## src/rtl/regfile_pkg.sv

```systemverilog
// -----------------------------------------------------------------------------
// regfile_pkg
// Shared definitions for the register-file control port:
//   - register-file geometry (address width, data width, depth)
//   - controller state encoding
//   - latched debug command record
//   - core strobe priority helper (write > inc > dec)
// -----------------------------------------------------------------------------
package regfile_pkg;

    localparam int RF_ADDR_W = 4;
    localparam int RF_DATA_W = 8;
    localparam int RF_DEPTH  = 16;

    // Controller states
    localparam logic [1:0] ST_IDLE   = 2'd0;
    localparam logic [1:0] ST_DBG_WR = 2'd1;
    localparam logic [1:0] ST_DBG_RD = 2'd2;
    localparam logic [1:0] ST_CLEAR  = 2'd3;

    // Debug command captured at acceptance time
    typedef struct packed {
        logic                 we;
        logic [RF_ADDR_W-1:0] addr;
        logic [RF_DATA_W-1:0] wdata;
    } dbg_cmd_t;

    // Reduce the core's write/inc/dec requests to at most one strobe.
    // Result bit order is {write, inc, dec}.
    function automatic logic [2:0] strobe_prio(input logic we,
                                               input logic inc,
                                               input logic dec);
        logic [2:0] stb;
        stb[2] = we;
        stb[1] = inc & ~we;
        stb[0] = dec & ~we & ~inc;
        return stb;
    endfunction

endpackage

```

## src/rtl/regfile_starve_cnt.sv

```systemverilog
// -----------------------------------------------------------------------------
// regfile_starve_cnt
// Saturating counter tracking how many consecutive cycles a pending debug
// request has been blocked by the core.
// Ports:
//   clk         system clock
//   rst         synchronous active-high reset
//   i_inc       count one more blocked cycle
//   i_clr       clear the count (request granted); wins over i_inc
//   o_at_limit  count has reached LIMIT
// -----------------------------------------------------------------------------
module regfile_starve_cnt #(
    parameter int LIMIT = 8
) (
    input  logic clk,
    input  logic rst,
    input  logic i_inc,
    input  logic i_clr,
    output logic o_at_limit
);

    localparam int CNT_W = (LIMIT < 1) ? 1 : $clog2(LIMIT + 1);

    logic [CNT_W-1:0] r_cnt;

    assign o_at_limit = (r_cnt == CNT_W'(LIMIT));

    always_ff @(posedge clk) begin
        if (rst) begin
            r_cnt <= '0;
        end else if (i_clr) begin
            r_cnt <= '0;
        end else if (i_inc && !o_at_limit) begin
            r_cnt <= r_cnt + 1'b1;
        end
    end

endmodule

```

## src/rtl/regfile_port_ctrl.sv

```systemverilog
// -----------------------------------------------------------------------------
// regfile_port_ctrl
// Arbitrates the 16 x 8-bit register file control port between the core
// datapath, a debug requester (req/ack) and a clear sequencer.
// Ports:
//   clk, rst                  clock, synchronous active-high reset
//   core_*                    core select/data/strobes in, core_stall out
//   dbg_req/we/addr/wdata     debug request (held until dbg_ack)
//   dbg_ack, dbg_rdata        one-cycle completion pulse, read result
//   clr_req, clr_busy         clear-sequence start, in-progress flag
//   rf_*                      register file select/data/strobes, rf_outb in
// -----------------------------------------------------------------------------
module regfile_port_ctrl
    import regfile_pkg::*;
#(
    parameter int STARVE_LIMIT = 8,
    parameter int NREGS        = RF_DEPTH
) (
    input  logic                 clk,
    input  logic                 rst,
    input  logic                 core_en,
    input  logic [RF_ADDR_W-1:0] core_in_sel,
    input  logic [RF_ADDR_W-1:0] core_outb_sel,
    input  logic [RF_DATA_W-1:0] core_data,
    input  logic                 core_we,
    input  logic                 core_inc,
    input  logic                 core_dec,
    output logic                 core_stall,
    input  logic                 dbg_req,
    input  logic                 dbg_we,
    input  logic [RF_ADDR_W-1:0] dbg_addr,
    input  logic [RF_DATA_W-1:0] dbg_wdata,
    output logic                 dbg_ack,
    output logic [RF_DATA_W-1:0] dbg_rdata,
    input  logic                 clr_req,
    output logic                 clr_busy,
    output logic [RF_ADDR_W-1:0] rf_in_sel,
    output logic [RF_ADDR_W-1:0] rf_outb_sel,
    output logic [RF_DATA_W-1:0] rf_in,
    output logic                 rf_write_en,
    output logic                 rf_inc,
    output logic                 rf_dec,
    input  logic [RF_DATA_W-1:0] rf_outb
);

    localparam logic [RF_ADDR_W-1:0] LAST_IDX = RF_ADDR_W'(NREGS - 1);

    logic [1:0]           r_state;
    logic [1:0]           w_state_next;
    logic [RF_ADDR_W-1:0] r_clr_idx;
    logic [RF_ADDR_W-1:0] w_clr_idx_next;
    dbg_cmd_t             r_dbg_cmd;
    dbg_cmd_t             w_dbg_cmd_next;
    logic                 r_dbg_ack;
    logic [RF_DATA_W-1:0] r_dbg_rdata;

    logic                 w_idle;
    logic                 w_dbg_live;
    logic                 w_at_limit;
    logic                 w_force;
    logic                 w_grant;
    logic                 w_starve_inc;
    logic [2:0]           w_core_stb;

    assign w_idle = (r_state == ST_IDLE);

    // A request seen while its own ack is still out is the same request
    // being released; treating it as new would accept it twice.
    assign w_dbg_live = dbg_req && !r_dbg_ack;

    // clr_req outranks the debug grant, so neither a normal nor a forced
    // grant can happen in a cycle that starts a clear.
    assign w_force = w_idle && !clr_req && w_dbg_live && w_at_limit;
    assign w_grant = w_idle && !clr_req && w_dbg_live && (!core_en || w_at_limit);

    assign w_starve_inc = w_idle && w_dbg_live && core_en && !w_grant;

    regfile_starve_cnt #(
        .LIMIT (STARVE_LIMIT)
    ) u_starve (
        .clk        (clk),
        .rst        (rst),
        .i_inc      (w_starve_inc),
        .i_clr      (w_grant),
        .o_at_limit (w_at_limit)
    );

    assign w_core_stb = strobe_prio(core_we, core_inc, core_dec)
                      & {3{core_en && !w_force}};

    // Register-file drive
    always_comb begin
        rf_in_sel   = core_in_sel;
        rf_outb_sel = core_outb_sel;
        rf_in       = core_data;
        rf_write_en = 1'b0;
        rf_inc      = 1'b0;
        rf_dec      = 1'b0;
        case (r_state)
            ST_IDLE: begin
                rf_write_en = w_core_stb[2];
                rf_inc      = w_core_stb[1];
                rf_dec      = w_core_stb[0];
            end
            ST_DBG_WR: begin
                rf_in_sel   = r_dbg_cmd.addr;
                rf_in       = r_dbg_cmd.wdata;
                rf_write_en = 1'b1;
            end
            ST_DBG_RD: begin
                rf_outb_sel = r_dbg_cmd.addr;
            end
            ST_CLEAR: begin
                rf_in_sel   = r_clr_idx;
                rf_in       = '0;
                rf_write_en = 1'b1;
            end
            default: ;
        endcase
    end

    assign core_stall = core_en && (!w_idle || w_force);
    assign clr_busy   = (r_state == ST_CLEAR);
    assign dbg_ack    = r_dbg_ack;
    assign dbg_rdata  = r_dbg_rdata;

    // Next-state logic
    always_comb begin
        w_state_next   = r_state;
        w_clr_idx_next = r_clr_idx;
        w_dbg_cmd_next = r_dbg_cmd;
        case (r_state)
            ST_IDLE: begin
                if (clr_req) begin
                    w_state_next = ST_CLEAR;
                end else if (w_grant) begin
                    w_dbg_cmd_next.we    = dbg_we;
                    w_dbg_cmd_next.addr  = dbg_addr;
                    w_dbg_cmd_next.wdata = dbg_wdata;
                    w_state_next         = dbg_we ? ST_DBG_WR : ST_DBG_RD;
                end
            end
            ST_DBG_WR, ST_DBG_RD: begin
                w_state_next = ST_IDLE;
            end
            ST_CLEAR: begin
                if (r_clr_idx == LAST_IDX) begin
                    w_clr_idx_next = '0;
                    w_state_next   = ST_IDLE;
                end else begin
                    w_clr_idx_next = r_clr_idx + 1'b1;
                end
            end
            default: begin
                w_state_next = ST_IDLE;
            end
        endcase
    end

    always_ff @(posedge clk) begin
        if (rst) begin
            r_state     <= ST_IDLE;
            r_clr_idx   <= '0;
            r_dbg_cmd   <= '0;
            r_dbg_ack   <= 1'b0;
            r_dbg_rdata <= '0;
        end else begin
            r_state   <= w_state_next;
            r_clr_idx <= w_clr_idx_next;
            r_dbg_cmd <= w_dbg_cmd_next;
            // Ack follows the single operation cycle of either debug state
            r_dbg_ack <= (r_state == ST_DBG_WR) || (r_state == ST_DBG_RD);
            if (r_state == ST_DBG_RD) begin
                r_dbg_rdata <= rf_outb;
            end
        end
    end

endmodule

```

## config.mk

```make
export PLATFORM = sky130hd
export DESIGN_NAME = regfile_port_ctrl
export DESIGN_NICKNAME = d
export VERILOG_FILES = /design/src/rtl/regfile_pkg.sv /design/src/rtl/regfile_starve_cnt.sv /design/src/rtl/regfile_port_ctrl.sv
export SDC_FILE = /design/constraint.sdc
export NUM_CORES = 1
export LEC_CHECK = 0
export CELL_PAD_IN_SITES_DETAIL_PLACEMENT = 2
export CELL_PAD_IN_SITES_GLOBAL_PLACEMENT = 2
export CORE_ASPECT_RATIO = 1.4
export CORE_MARGIN = 2
export CORE_UTILIZATION = 23
export DETAILED_ROUTE_END_ITERATION = 7
export HOLD_SLACK_MARGIN = 0.08
export PLACE_DENSITY_LB_ADDON = 0.1
export SLEW_MARGIN = 20
export SYNTH_ARGS = -nofsm -noshare
export SYNTH_HDL_FRONTEND = slang
export SYNTH_SLANG_ARGS = --single-unit
```

## constraint.sdc

```tcl
create_clock -name clk -period 1.8 [get_ports clk]
set_input_delay 0.36 -clock clk [delete_from_list [all_inputs] [get_ports clk]]
set_output_delay 0.36 -clock clk [all_outputs]
set_load 0.02 [all_outputs]
```

==> flow_metrics.env <==
export IMPL_min_from="r_dbg_cmd[7]"
export IMPL_die_height_um=101.5
export IMPL_critical_path_n_buffers_inverters=2
export IMPL_cts_buffers=5
export IMPL_post_synth_xor_area_fraction=0.02242
export IMPL_worst_skew_late_latency_ns=0.28
export IMPL_cts_clk_slew_worst_paths_ns=0.07
export IMPL_largest_family_of_logic_cells_by_synthesized_area="simple AND/OR/NAND/NOR gates"
export IMPL_ios=75
export IMPL_cp_slowest_cell="dfxtp_2"
export IMPL_final_hold_violation_count=0
export IMPL_post_synth_cell_area_avg_um2=9.358
export IMPL_fmax_ghz=0.5013
export IMPL_finish_net_count=331
export IMPL_cp_top_family="simple AND/OR/NAND/NOR gates"
export IMPL_cts_root_to_sink_buffers=2
export IMPL_finalCritPeriodShare=1.108
export IMPL_dr_pass1_iters=3
export IMPL_synth_top_cells_by_area="dfxtp_1 40%, mux2i_1 13%, nor2_1 6.2%, ha_1 5.6%, a22o_1 4.5%"
export IMPL_finalCriticalPeriod_ns=1.995
export IMPL_worst_hold_path_type="reg2reg"
export IMPL_leakage_nw=1.232
export IMPL_hold_end="r_dbg_cmd[7]"
export IMPL_detail_route_wl_per_cell_um=16.97
export IMPL_fp_dieW_um=73.67
export IMPL_grt_start_max_net_pins=24
export IMPL_grt_antenna_before_repair=0
export IMPL_first_global_vias=1865
export IMPL_report_final_setup_viol=33
export IMPL_io_buffers=74
export IMPL_yosysTopAreaCell="dfxtp_1"
export IMPL_fin_ws_ns=-0.1949
export IMPL_yosysMostFrequentCell="dfxtp_1"
export IMPL_layout_core_utilization=0.4577
export IMPL_post_synth_and_or_nand_nor_area_fraction=0.1825
export IMPL_worst_slew_pin_transition_ns=0.3163
export IMPL_report_power_total_mw=3.138
export IMPL_worstSetupPathType="reg2out"
export IMPL_synth_fp_nets=219
export IMPL_core_region_area_um2=6569
export IMPL_cp_slowest_stage_delay_ns=0.34
export IMPL_hpwlAfterDp_um=4181
export IMPL_max_cap_violations=0
export IMPL_synth_largest_type_area_fraction=0.3971
export IMPL_detail_route_drc_violations=0
export IMPL_design_die_area_um2=7479
export IMPL_clockRootBuffer="clkbuf_8"
export IMPL_run_status="finished, violations left"
export IMPL_clock_skew_final_ns=0.006085
export IMPL_ys_seq_area_frac=0.3971
export IMPL_clock_sinks=31
export IMPL_post_cts_hold_buffer_count=0
export IMPL_gr_usage_all_layers=0.1628
export IMPL_path_max_fanout=3
export IMPL_regToRegStartpoint="r_state[1]"
export IMPL_row_count=35
export IMPL_synth_mux_area_fraction=0.1705
export IMPL_reg2reg_depth=9
export IMPL_timing_slew_headroom=0.7869
export IMPL_grt_first_pass_wirelength_um=9363
export IMPL_vdd_drop_max_uv=476.0
export IMPL_timing_final_max_slew_violations=0
export IMPL_worst_hold_slack_ns=0.5010
export IMPL_postSynth_topFlopCell="dfxtp_1"
export IMPL_vias=1655
export IMPL_final_fill_count=695
export IMPL_number_of_instances_in_the_synthesized_netlist=167
export IMPL_tritoncts="built"
export IMPL_ys_types=35
export IMPL_synth_ff_latch_count=31
export IMPL_ys_warnings_count=0
export IMPL_route_final_wire_length_um=6006
export IMPL_htree_levels=2
export IMPL_global_route_overflow_total=0
export IMPL_multi_input_comb_area_um2=1054
export IMPL_grt_setup_unrepaired="yes"
export IMPL_hold_path_cell_count=2
export IMPL_sequential_cell_area_um2=625.6
export IMPL_synthAdderAreaFrac=0.05604
export IMPL_crit_reg2reg_capture="r_dbg_cmd[6]"
export IMPL_timing_critical_path_to_type="output port"
export IMPL_regToRegSetupSlack_ns=-0.08
export IMPL_synth_compound_gate_area_share=0.1217
export IMPL_worstPathCellList="inv_2 -> ha_4 -> and4bb_2 -> nand2_4 -> nand3_4 -> nor4b_4 -> buf_4"
export IMPL_synth_cell_area_um2=1563
export IMPL_synth_async_sr_flop_share=0
export IMPL_crit_path_start_kind="flop"
export IMPL_route_detailed_vias_per_inst=4.675
export IMPL_ant_nets=0
export IMPL_violations="negative setup slack"
export IMPL_share_of_cells_above_drive_strength_1=0.3857
export IMPL_syn2layout_area_growth_pct=92.39
export IMPL_cp_data_required_time_ns=1.44
export IMPL_power_density_nw_per_um2=1044
export IMPL_tns_ns=-3.783
export IMPL_drt_iter0_drcs=16
export IMPL_critical_path_arrival_ns=1.63
export IMPL_start_util=0.2379
export IMPL_synth_edf_count=0
export IMPL_globalplace_congestion=0.7189
export IMPL_netlist_top_cells_count="31 x dfxtp_1, 26 x nor2_1, 21 x mux2i_1"
export IMPL_antenna_diode_count=0
layout by cell type (no fill, tap or decap), drive strengths merged, types with 3 or more instances in the layout:
cell type      synthesis  routed
a21oi                  5       5
a22o                   8       8
a22oi                  4       4
buf                    3      59
clkbuf                 6       8
clkdlybuf4s50          0      51
dfxtp                 31      31
ha                     7       7
inv                    5       5
mux2                   5       5
mux2i                 21      21
nand2                 11      11
nand3                  4       4
nor2                  26      26
nor3                   5       5
o21ai                  4       4
xor2                   3       3
sequential cells by signal, summed over array words and instances (netlist names):
signal / flops
u_starve.r_cnt: 4
dbg_rdata: 8
r_clr_idx: 4
r_dbg_cmd: 12
r_state: 2
dbg_ack: 1
report_power, final:
| part | switching, mW | total (mW) | internal (mW) |
|---|---|---|---|
| Combinational | 0.823 | 1.78 | 0.955 |
| Sequential | 0.0502 | 0.821 | 0.771 |
| Clock | 0.268 | 0.540 | 0.271 |
timing repair:
item	CTS	global route
resized for setup	150	22
setup buffers	4	5
cloned	1	1
pin swaps	17	13
hold endpoints to repair	0	0
setup endpoints to repair	21	35
logic make-up after synthesis:
kind of cell / count (synthesis)
multiplexers: 26
XOR/XNOR: 4
flip-flops: 31
adder cells (fa/ha/maj): 7
AO/OA/AOI/OAI: 26
buffers and inverters: 14
AND/OR/NAND/NOR: 59
area by class of cell:
class                           count  area share
Clock buffer                        7     0.02538
Sequential cell                    31      0.2081
Timing Repair Buffer              114      0.3774
Clock inverter                      1    0.001665
Inverter                            5    0.006242
Multi-Input combinational cell    122      0.3504
Tap cell                           74     0.03079
worst max path at each step:
stage	from	to	slack, ns	cells past startpoint
3_3_place_gp	clr_req	rf_dec	-0.75	6
2_1_floorplan	r_state[1]	rf_dec	0.01	6
3_5_place_dp	clr_req	rf_dec	-0.80	6
4_1_cts	r_state[0]	rf_dec	-0.21	7
5_1_grt	r_state[1]	rf_dec	-0.26	7
6_report	r_state[1]	rf_dec	-0.19	7
tightest hold or removal path: cells and delay by family (launching register included):
family	cells	cell delay (ns)
muxes	1	0.06
DFF	1	0.33
and+or+nand+nor	1	0.07
per-stage QoR:
step	instance area (um^2)	instances	setup slack, ns
finish	3007	354	-0.1949
global route	3007	354	-0.2584
CTS	2885	350	-0.2118
detailed placement	2640	337	-0.7969
global placement	2640	337	-0.7549
floorplan	1608	167	0.01408
routing by layer:
layer / vias to the layer above / global-route usage / part of all wire
li1: 810 / - / -
met1: 807 / 0.1723 / 0.36
met2: 32 / 0.3173 / 0.59
met3: 6 / 0.03582 / 0.035
met4: 0 / 0.03776 / 0.010
met5: - / 0 / 0
No activity file was read; power rests on OpenSTA's default activity.
